==> src/rtl/adder_subtractor_bist.sv <==
// adder_subtractor_bist: built-in self-test engine for a signed WIDTH-bit
// adder/subtractor. Drives LFSR-derived operands and the add/subtract control,
// samples the adder's result/carry/overflow, and reports pass/fail, error count
// and the index of the first failing vector.
//
// Ports:
//   clk, rst_n        clock, synchronous active-low reset
//   start             begin a run (honoured in IDLE or DONE only)
//   x_out, y_out      operands to the adder (lfsr[WIDTH-1:0], lfsr[15 -: WIDTH])
//   control_out       1 = subtract, 0 = add (lfsr[WIDTH])
//   result_in, cout_in, overflow_in   adder responses
//   busy, done, pass  run status
//   err_count         mismatching vectors this run (saturating)
//   first_err_idx     first failing vector index, 16'hFFFF if none
//   vec_idx           index of the vector currently driven
module adder_subtractor_bist #(
    parameter int unsigned WIDTH         = 4,
    parameter int unsigned NUM_VECTORS   = 100,
    parameter int unsigned SETTLE_CYCLES = 2,
    parameter logic [15:0] SEED          = 16'hACE1
) (
    input  logic             clk,
    input  logic             rst_n,
    input  logic             start,
    output logic [WIDTH-1:0] x_out,
    output logic [WIDTH-1:0] y_out,
    output logic             control_out,
    input  logic [WIDTH-1:0] result_in,
    input  logic             cout_in,
    input  logic             overflow_in,
    output logic             busy,
    output logic             done,
    output logic             pass,
    output logic [15:0]      err_count,
    output logic [15:0]      first_err_idx,
    output logic [15:0]      vec_idx
);

    localparam int unsigned SET_W = (SETTLE_CYCLES < 2) ? 1 : $clog2(SETTLE_CYCLES);
    localparam logic [SET_W-1:0] SETTLE_LAST = SET_W'(SETTLE_CYCLES - 1);
    localparam logic [15:0] LAST_IDX = 16'(NUM_VECTORS - 1);
    localparam logic [15:0] NO_ERR   = 16'hFFFF;
    localparam logic [15:0] TAPS     = 16'hB400;

    typedef enum logic [1:0] {S_IDLE, S_APPLY, S_CHECK, S_DONE} state_t;

    state_t             state_q, state_d;
    logic [15:0]        lfsr_q, lfsr_d;
    logic [15:0]        vec_idx_q, vec_idx_d;
    logic [15:0]        err_count_q, err_count_d;
    logic [15:0]        first_err_q, first_err_d;
    logic [SET_W-1:0]   settle_q, settle_d;
    logic               busy_q, busy_d;
    logic               done_q, done_d;

    // Reference arithmetic for the vector currently driven
    logic [WIDTH-1:0]   op_ye;
    logic [WIDTH:0]     exp_sum;
    logic [WIDTH-1:0]   low_sum;
    logic               exp_ovf;
    logic               mismatch;

    assign x_out       = lfsr_q[WIDTH-1:0];
    assign y_out       = lfsr_q[15 -: WIDTH];
    assign control_out = lfsr_q[WIDTH];

    assign busy          = busy_q;
    assign done          = done_q;
    assign pass          = done_q && (err_count_q == 16'h0000);
    assign err_count     = err_count_q;
    assign first_err_idx = first_err_q;
    assign vec_idx       = vec_idx_q;

    // Expected result/carry/overflow; overflow = carry into MSB xor carry out
    always_comb begin
        op_ye    = y_out ^ {WIDTH{control_out}};
        exp_sum  = {1'b0, x_out} + {1'b0, op_ye} + (WIDTH+1)'(control_out);
        low_sum  = {1'b0, x_out[WIDTH-2:0]} + {1'b0, op_ye[WIDTH-2:0]}
                 + WIDTH'(control_out);
        exp_ovf  = low_sum[WIDTH-1] ^ exp_sum[WIDTH];
        mismatch = (result_in != exp_sum[WIDTH-1:0]) ||
                   (cout_in != exp_sum[WIDTH]) ||
                   (overflow_in != exp_ovf);
    end

    // Next-state and datapath control
    always_comb begin
        state_d     = state_q;
        lfsr_d      = lfsr_q;
        vec_idx_d   = vec_idx_q;
        err_count_d = err_count_q;
        first_err_d = first_err_q;
        settle_d    = settle_q;

        case (state_q)
            S_IDLE, S_DONE: begin
                if (start) begin
                    lfsr_d      = SEED;
                    vec_idx_d   = 16'h0000;
                    err_count_d = 16'h0000;
                    first_err_d = NO_ERR;
                    settle_d    = '0;
                    state_d     = S_APPLY;
                end
            end
            S_APPLY: begin
                settle_d = settle_q + SET_W'(1);
                if (settle_q == SETTLE_LAST) begin
                    state_d = S_CHECK;
                end
            end
            S_CHECK: begin
                if (mismatch) begin
                    if (err_count_q != 16'hFFFF) begin
                        err_count_d = err_count_q + 16'h0001;
                    end
                    if (first_err_q == NO_ERR) begin
                        first_err_d = vec_idx_q;
                    end
                end
                if (vec_idx_q == LAST_IDX) begin
                    state_d = S_DONE;
                end else begin
                    lfsr_d    = {1'b0, lfsr_q[15:1]} ^ (lfsr_q[0] ? TAPS : 16'h0000);
                    vec_idx_d = vec_idx_q + 16'h0001;
                    settle_d  = '0;
                    state_d   = S_APPLY;
                end
            end
            default: state_d = S_IDLE;
        endcase

        busy_d = (state_d == S_APPLY) || (state_d == S_CHECK);
        done_d = (state_d == S_DONE);
    end

    // State registers with synchronous reset
    always_ff @(posedge clk) begin
        if (!rst_n) begin
            state_q     <= S_IDLE;
            lfsr_q      <= SEED;
            vec_idx_q   <= 16'h0000;
            err_count_q <= 16'h0000;
            first_err_q <= NO_ERR;
            settle_q    <= '0;
            busy_q      <= 1'b0;
            done_q      <= 1'b0;
        end else begin
            state_q     <= state_d;
            lfsr_q      <= lfsr_d;
            vec_idx_q   <= vec_idx_d;
            err_count_q <= err_count_d;
            first_err_q <= first_err_d;
            settle_q    <= settle_d;
            busy_q      <= busy_d;
            done_q      <= done_d;
        end
    end

endmodule
==> config.mk <==
export PLATFORM = sky130hd
export DESIGN_NAME = adder_subtractor_bist
export DESIGN_NICKNAME = d
export VERILOG_FILES = /design/src/rtl/adder_subtractor_bist.sv
export SDC_FILE = /design/constraint.sdc
export NUM_CORES = 1
export LEC_CHECK = 0
export ABC_AREA = 1
export CORE_ASPECT_RATIO = 2
export CORE_UTILIZATION = 40
export CTS_CLUSTER_SIZE = 40
export DETAILED_ROUTE_END_ITERATION = 12
export HOLD_SLACK_MARGIN = 0.1
export PLACE_DENSITY_LB_ADDON = 0.12
export SLEW_MARGIN = 5
export SYNTH_ARGS = -nofsm -noshare
export SYNTH_HDL_FRONTEND = slang
export SYNTH_SLANG_ARGS = --single-unit
export TNS_END_PERCENT = 30
==> constraint.sdc <==
create_clock -name clk -period 6.2 [get_ports clk]
set_clock_uncertainty 0.15 [all_clocks]
set_input_delay 1.86 -clock clk [delete_from_list [all_inputs] [get_ports clk]]
set_output_delay 1.86 -clock clk [all_outputs]
set_load 0.1 [all_outputs]
==> flow_metrics.env, run 1 <==
export IMPL_ys_ff_latch=69
export IMPL_cts_setup_buffers=0
export IMPL_setup_viol=0
export IMPL_insertion_delay_ns=0.34
export IMPL_fin_tns_setup_ns=0
export IMPL_slew_violations=0
export IMPL_grt_max_degree=40
export IMPL_gp_congestion=0.880
export IMPL_fillers=981
export IMPL_crit_path_start_kind="register"
export IMPL_track_usage=0.234
export IMPL_met1_usage=0.241
export IMPL_timing_rr_start="lfsr_q[4]"
export IMPL_powerDensity_nw_per_um2=382
export IMPL_ios=69
export IMPL_core_area_um2=9760
export IMPL_via_per_inst=5.24
export IMPL_portBuffers=68
export IMPL_finalWirelength_um=11600
export IMPL_first_pass_iters=8
export IMPL_grt_first_pass_wirelength_um=19000
export IMPL_ctsRootBufferMaster="clkbuf_16"
export IMPL_gr_usage_met3=0.0411
export IMPL_cts_buffers=9
export IMPL_peakVddDrop_uv=183
export IMPL_ant_nets=0
export IMPL_antenna_found_initial=0
export IMPL_max_freq_mhz=218
export IMPL_die_x_um=73.2
export IMPL_antennaDiodeCount=0
export IMPL_rsz0062_at_grt="no"
export IMPL_syn_cell_area_um2=4050
export IMPL_placedInstanceArea_um2=4730
export IMPL_cts_max_path_buffers=2
export IMPL_area_growth_pct=24.7
export IMPL_drt_iter0_drc=291
export IMPL_crit_required_ns=4.19
export IMPL_power_leakage_nw=2.12
export IMPL_wl_per_cell_um=14.4
export IMPL_initial_core_util=0.415
export IMPL_place_ws_ns=1.98
export IMPL_period_needed_ns=4.60
export IMPL_dieArea_um2=10600
export IMPL_cts_clk_slew_worst_paths_ns=0.06
export IMPL_drive_gt1_frac=0.0522
export IMPL_grt_pass1_vias=4008
export IMPL_grt_busiest_layer="met2"
export IMPL_vias=4208
export IMPL_end_kind="primary output"
export IMPL_cts_tree="built"
export IMPL_synth_nets=635
export IMPL_rrSetupSlack_ns=3.04
export IMPL_hp_start="lfsr_q[10]"
export IMPL_seq_area_frac_synth=0.341
export IMPL_htreeDepth=3
export IMPL_post_cts_resized=0
export IMPL_cp_max_fo=4
export IMPL_hold_buffers=0
export IMPL_postSynthAreaPerCell_um2=6.58
export IMPL_met2_usage=0.429
export IMPL_cts_sinks=69
export IMPL_hold_path_class="reg2reg"
export IMPL_synth_cell_types=38
export IMPL_cp_startpoint="err_count[0]"
export IMPL_drv_cap=0
export IMPL_max_slew_worst_pin_slew_ns=1.03
export IMPL_fin_ws_ns=1.60
export IMPL_finalCritPeriodShare=0.741
export IMPL_hpwl_um=8490
export IMPL_rows=51
export IMPL_final_common_cell="nand2_1"
export IMPL_path_class="reg2out"
export IMPL_final_cell_mix="nand2_1 (179), inv_1 (72), dfxtp_1 (69)"
export IMPL_drc=0
export IMPL_finalHoldViolations=0
export IMPL_crit_arrival_ns=2.59
export IMPL_status="completed"
export IMPL_yosys_warnings=0
export IMPL_nets=685
export IMPL_maxSlewHeadroom=0.313
export IMPL_die_height_um=144
export IMPL_gr_total_overflow=0
export IMPL_design_area_um2=5050
export IMPL_netlist_instances=616
## power by group
| group | switching [mW] | total [mW] | internal (mW) |
|---|---|---|---|
| clock network | 0.204 | 0.566 | 0.362 |
| registers | 0.0569 | 0.561 | 0.504 |
| logic | 0.608 | 0.804 | 0.196 |
## sequential cells by signal (all words and copies together), names as in the netlist
register       cells
err_count         16
first_err_idx     16
lfsr_q            16
vec_idx           16
state_q            2
busy               1
done               1
settle_q           1
## critical path, stage by stage (launching register included)
cell	delay, ns
dfxtp_1	0.32
inv_1	0.12
ha_1	0.20
nand4_1	0.09
nor4_1	0.33
clkdlybuf4s50_1	1.19
## layer usage
metal	routed length (µm)	up-vias
li1	-	2108
met1	4360	1935
met2	6300	128
met3	441	37
met4	487	0
met5	0	-
## cells in the mapped netlist
library cell,n,area share
nand2_1,179,0.17
inv_1,72,0.067
dfxtp_1,69,0.34
nor2_1,51,0.047
nand3_1,49,0.060
nand4_1,49,0.076
a21oi_1,31,0.038
buf_4,14,0.026
nor3_1,13,0.016
o21ai_0,12,0.015
ha_1,9,0.028
clkbuf_1,8,0.0074
xor2_1,8,0.017
buf_2,5,0.0062
o211ai_1,5,0.0093
buf_1,4,0.0037
nand2_2,4,0.0062
nor4_1,4,0.0062
clkinv_1,3,0.0028
nand3b_1,3,0.0056
a211oi_1,2,0.0037
inv_2,2,0.0019
nand3_2,2,0.0049
nor2_4,2,0.0056
o22ai_1,2,0.0031
xnor2_1,2,0.0043
and2_1,1,0.0015
buf_6,1,0.0028
buf_8,1,0.0037
fa_1,1,0.0049
inv_4,1,0.0015
nand3_4,1,0.0043
nor2_2,1,0.0015
nor3_2,1,0.0025
o21a_1,1,0.0019
o21ai_1,1,0.0012
o31ai_4,1,0.0052
or2_0,1,0.0015
## cells by family (layout without fill, tap and decap cells)
family,count (synthesis),after routing,synth area share
buffers and inverters,111,166,0.123
and+or+nand+nor,361,361,0.405
xor gates and xnor gates,10,10,0.0216
adders and majority gates,10,10,0.0327
AOI/OAI and AO/OA,55,55,0.0775
DFF,69,69,0.341
## metrics by stage
step	util	instances	total power, mW	hold WS [ns]
floorplan	-	616	1.21	0.279
global placement	0.484	787	1.37	0.293
detailed placement	0.484	787	1.38	0.293
CTS	0.518	803	1.94	0.308
global route	0.518	803	2.03	0.339
finish	0.518	803	1.93	0.305
## cell type report
type	instances	area, µm²	share of cell area
multi-input cells	436	2180	0.431
clock buffers	10	239	0.0473
inverters	78	295	0.0584
well taps	132	165	0.0327
repair buffers	72	711	0.141
clock inverters	6	86.3	0.0171
flip-flops and latches	69	1380	0.273
## final timing paths
check	endpoint	depth (start not counted)
min reg2reg	lfsr_q[10]	2
max reg2reg	first_err_idx[9]	16
min	lfsr_q[10]	2
max	pass	5
Note: power is estimated with default switching activity, not from simulation.
==> run 2: changes to the inputs <==
- clock period: 6.2 -> 3.8 ns (I/O delays scaled with it)
==> run 2 against run 1 <==
Total power rose by 63%. Sequential share of layout area is 0.55 points higher. Global-route usage increased by 0.074 points. Die area unchanged. Cell area shrank 2.0%. Critical endpoint unchanged. Combinational power increased by 63%. Largest cell class unchanged. Routed wire length decreased by 0.54%. Via count up 0.17%. First-iteration DRC count fell by 13%.
==> flow_metrics.env, run 2 (synthesis results as in run 1) <==
export IMPL_status="completed"
export IMPL_design_area_um2=4950
export IMPL_cts_buffers=9
export IMPL_drv_cap=0
export IMPL_nets=688
export IMPL_setup_viol=0
export IMPL_insertion_delay_ns=0.33
export IMPL_path_class="reg2out"
export IMPL_cts_sinks=69
export IMPL_antenna_found_initial=0
export IMPL_cp_startpoint="err_count[0]"
export IMPL_cts_tree="built"
export IMPL_slew_violations=0
export IMPL_ios=69
export IMPL_gp_congestion=0.887
export IMPL_post_cts_resized=0
export IMPL_first_pass_iters=5
export IMPL_cts_clk_slew_worst_paths_ns=0.06
export IMPL_antennaDiodeCount=0
export IMPL_rrSetupSlack_ns=0.88
export IMPL_wl_met2_um=6210
export IMPL_grt_first_pass_wirelength_um=19100
export IMPL_critical_path_endpoint="pass"
export IMPL_highest_layer="met4"
export IMPL_dp_cells=790
export IMPL_wl_per_cell_um=14.3
export IMPL_crit_required_ns=2.51
export IMPL_dieArea_um2=10600
export IMPL_period_needed_ns=3.00
export IMPL_peakVddDrop_uv=317
export IMPL_placedInstanceArea_um2=4630
export IMPL_htreeDepth=3
export IMPL_portBuffers=68
export IMPL_vias=4215
export IMPL_final_cell_mix="nand2_1 (179), inv_1 (72), dfxtp_1 (69)"
export IMPL_crit_arrival_ns=1.71
export IMPL_rows=51
export IMPL_hpwl_um=8730
export IMPL_rsz0062_at_grt="no"
export IMPL_hold_buffers=0
export IMPL_core_area_um2=9760
export IMPL_fin_hold_ws_ns=0.312
export IMPL_final_common_cell="nand2_1"
export IMPL_ant_nets=0
export IMPL_cp_max_fo=4
export IMPL_maxSlewHeadroom=0.471
export IMPL_max_slew_worst_pin_slew_ns=0.790
export IMPL_timing_rr_start="lfsr_q[4]"
export IMPL_ff2ff_path_depth=16
export IMPL_initial_core_util=0.415
export IMPL_grt_pass1_vias=4088
export IMPL_cts_max_path_buffers=2
export IMPL_r2r_end="first_err_idx[9]"
export IMPL_area_growth_pct=22.2
export IMPL_crit_path_start_kind="register"
export IMPL_track_usage=0.235
export IMPL_hold_path_class="reg2reg"
export IMPL_power_leakage_nw=2.22
export IMPL_met1_length_um=4380
export IMPL_fillers=1022
export IMPL_ctsRootBufferMaster="clkbuf_16"
export IMPL_drive_gt1_frac=0.147
export IMPL_finalWirelength_um=11500
export IMPL_p_total_mw=3.14
export IMPL_die_x_um=73.2
export IMPL_die_height_um=144
export IMPL_end_kind="primary output"
export IMPL_cts_setup_buffers=0
export IMPL_fin_tns_setup_ns=0
export IMPL_finalHoldViolations=0
export IMPL_max_freq_mhz=333
export IMPL_final_cells=806
export IMPL_gr_total_overflow=0
export IMPL_finalCritPeriodShare=0.791
export IMPL_drc=0
export IMPL_wl_met3_um=442
export IMPL_grt_max_degree=38
export IMPL_powerDensity_nw_per_um2=634
export IMPL_whs_path_depth=2
export IMPL_drt_iter0_drc=253
export IMPL_via_per_inst=5.23
## run 2: worst min-delay path by stage
stage	from	end	slack, ns
detailed placement	lfsr_q[10]	lfsr_q[10]	0.30
finish	lfsr_q[10]	lfsr_q[10]	0.31
floorplan	lfsr_q[10]	lfsr_q[10]	0.28
global route	lfsr_q[10]	lfsr_q[9]	0.34
CTS	lfsr_q[10]	lfsr_q[10]	0.31
global placement	lfsr_q[10]	lfsr_q[10]	0.29
## run 2: stage by stage
stage          utilization  setup WS (ns)
4_1_cts              0.507          0.766
6_report             0.507          0.795
5_1_grt              0.507          0.476
3_5_place_dp         0.474          0.617
3_3_place_gp         0.474          0.683
2_1_floorplan            -          0.171
## run 2: worst max-delay path, stage by stage, from the launching register on
cell     delay [ns]
dfxtp_1        0.32
inv_1          0.11
ha_1           0.20
nand4_1        0.15
nor4_4         0.28
buf_4          0.32
## run 2: area by class of cell
cell class	instances	area, µm²	share of cell area
clock inverter	6	86.3	0.0174
inverter	78	295	0.0596
multi-input combinational	436	2190	0.442
clock buffer	10	239	0.0482
timing repair buffer	75	596	0.120
sequential	69	1380	0.279
tap	132	165	0.0333
## run 2: report_power, final
part,total (mW),internal [mW],leakage (nW),switching (mW)
Sequential,0.914,0.822,0.564,0.0920
Clock,0.912,0.591,0.158,0.321
Combinational,1.31,0.306,1.50,1.01
Total,3.14,1.72,2.22,1.42
## run 2: per-layer routing
metal,vias to the layer above,GRT usage
li1,2117,-
met1,1937,0.249
met2,128,0.426
met3,33,0.0383
met4,0,0.129
met5,-,0
==> run 3: changes to the inputs <==
- clock period: 3.8 -> 3.1 ns (I/O delays scaled with it)
==> run 3 against run 2 <==
First-iteration DRC count shrank 7.9%. Worst setup slack lost 0.41 ns. Global-route usage up 0.36 points. Hold slack gained 0.0026 ns. Critical path depth shrank 1. Largest power group unchanged. Final cell count up 0.62%. Total power up 26%. Utilization increased by 0.88 points. Sequential power up 25%. Register-to-register slack worse by 0.47 ns. Combinational power up 22%.
==> flow_metrics.env, run 3 (synthesis results as in run 1) <==
export IMPL_crit_path_start_kind="register"
export IMPL_maxSlewHeadroom=0.532
export IMPL_dp_cells=796
export IMPL_rsz0062_at_grt="no"
export IMPL_via_per_inst=5.15
export IMPL_first_pass_iters=5
export IMPL_portBuffers=68
export IMPL_period_needed_ns=2.71
export IMPL_setup_viol=0
export IMPL_max_slew_worst_pin_slew_ns=0.696
export IMPL_track_usage=0.238
export IMPL_path_class="reg2out"
export IMPL_rows=51
export IMPL_insertion_delay_ns=0.34
export IMPL_drc=0
export IMPL_gp_congestion=0.865
export IMPL_wl_per_cell_um=14.3
export IMPL_drive_gt1_frac=0.175
export IMPL_drv_cap=0
export IMPL_cts_setup_buffers=0
export IMPL_peakVddDrop_uv=379
export IMPL_cp_slowest_cell="nor4_4"
export IMPL_grt_pass1_vias=3975
export IMPL_vias=4175
export IMPL_crit_arrival_ns=1.63
export IMPL_powerDensity_nw_per_um2=784
export IMPL_crit_required_ns=2.02
export IMPL_final_cell_mix="nand2_1 (179), inv_1 (72), buf_4 (72)"
export IMPL_status="completed"
export IMPL_cts_sinks=69
export IMPL_finalCritPeriodShare=0.875
export IMPL_slew_violations=0
export IMPL_grt_first_pass_wirelength_um=19100
export IMPL_gr_total_overflow=0
export IMPL_htreeDepth=3
export IMPL_antenna_found_initial=0
export IMPL_hold_buffers=0
export IMPL_final_cells=811
export IMPL_hpwl_um=8830
export IMPL_cts_tree="built"
export IMPL_worstPathCellList="inv_1 > nand4_1 > nor4_4 > buf_12"
export IMPL_power_leakage_nw=2.27
export IMPL_nets=694
export IMPL_fin_tns_setup_ns=0
export IMPL_max_freq_mhz=369
export IMPL_area_growth_pct=24.3
export IMPL_hold_path_class="reg2reg"
export IMPL_antennaDiodeCount=0
export IMPL_cts_buffers=9
export IMPL_ios=69
export IMPL_die_height_um=144
export IMPL_fin_hold_ws_ns=0.314
export IMPL_die_x_um=73.2
export IMPL_post_cts_resized=0
export IMPL_finalWirelength_um=11600
export IMPL_ant_nets=0
export IMPL_grt_max_degree=36
export IMPL_end_kind="primary output"
export IMPL_initial_core_util=0.415
export IMPL_final_common_cell="nand2_1"
export IMPL_drt_iter0_drc=233
export IMPL_core_area_um2=9760
export IMPL_cts_clk_slew_worst_paths_ns=0.06
export IMPL_critPathMaxStageDelay_ns=0.37
export IMPL_ctsRootBufferMaster="clkbuf_16"
export IMPL_dieArea_um2=10600
export IMPL_cp_max_fo=7
export IMPL_final_core_util=0.516
export IMPL_finalHoldViolations=0
export IMPL_cts_max_path_buffers=2
export IMPL_p_total_mw=3.95
[run 3: cell count changes in the layout (fill, tap and decap cells not counted)]
cell	before	now
clkinv_2	2	1
clkinvlp_4	1	0
clkinv_4	1	0
buf_4	66	72
clkbuf_8	1	2
dfxtp_2	0	15
dfxtp_1	69	54
bufinv_16	2	3
[run 3: cell type report]
class,instances,area [µm²]
inverter,78,295
sequential,69,1400
multi-input combinational,436,2190
timing repair buffer,81,641
fill,1012,4720
clock inverter,4,95.1
clock buffer,11,253
tap,132,165
[run 3: path summary, 6_finish.rpt]
path                                    from           end  slack [ns]  cells after the start
worst max register to register     lfsr_q[4]  err_count[8]        0.41                     14
worst min register to register    lfsr_q[10]    lfsr_q[10]        0.31                      2
worst min-delay path              lfsr_q[10]    lfsr_q[10]        0.31                      2
worst max-delay path            err_count[9]          pass        0.39                      4
[run 3: power by group]
part	internal [mW]	leakage (nW)	switching, mW
registers	1.02	0.570	0.119
logic	0.370	1.53	1.23
clock network	0.824	0.172	0.388
[run 3: worst max-delay path: cells and delay by family, from the launching register on]
kind | cells | cell delay, ns
and+or+nand+nor | 2 | 0.59
buffers and inverters | 2 | 0.37
DFF | 1 | 0.33
[run 3: through the flow]
step           cell area [µm²]  worst slack (ns)
2_1_floorplan             4090           0.00148
3_3_place_gp              4690             0.320
6_report                  5040             0.389
3_5_place_dp              4690             0.305
4_1_cts                   5040             0.382
5_1_grt                   5040             0.138
[run 3: per-layer routing]
metal  track usage  vias up  part of all wire
met5             0        -                 0
met3        0.0369       25             0.033
met2         0.439      106              0.55
met1         0.257     1921              0.39
met4         0.111        0             0.030
li1              -     2123                 -
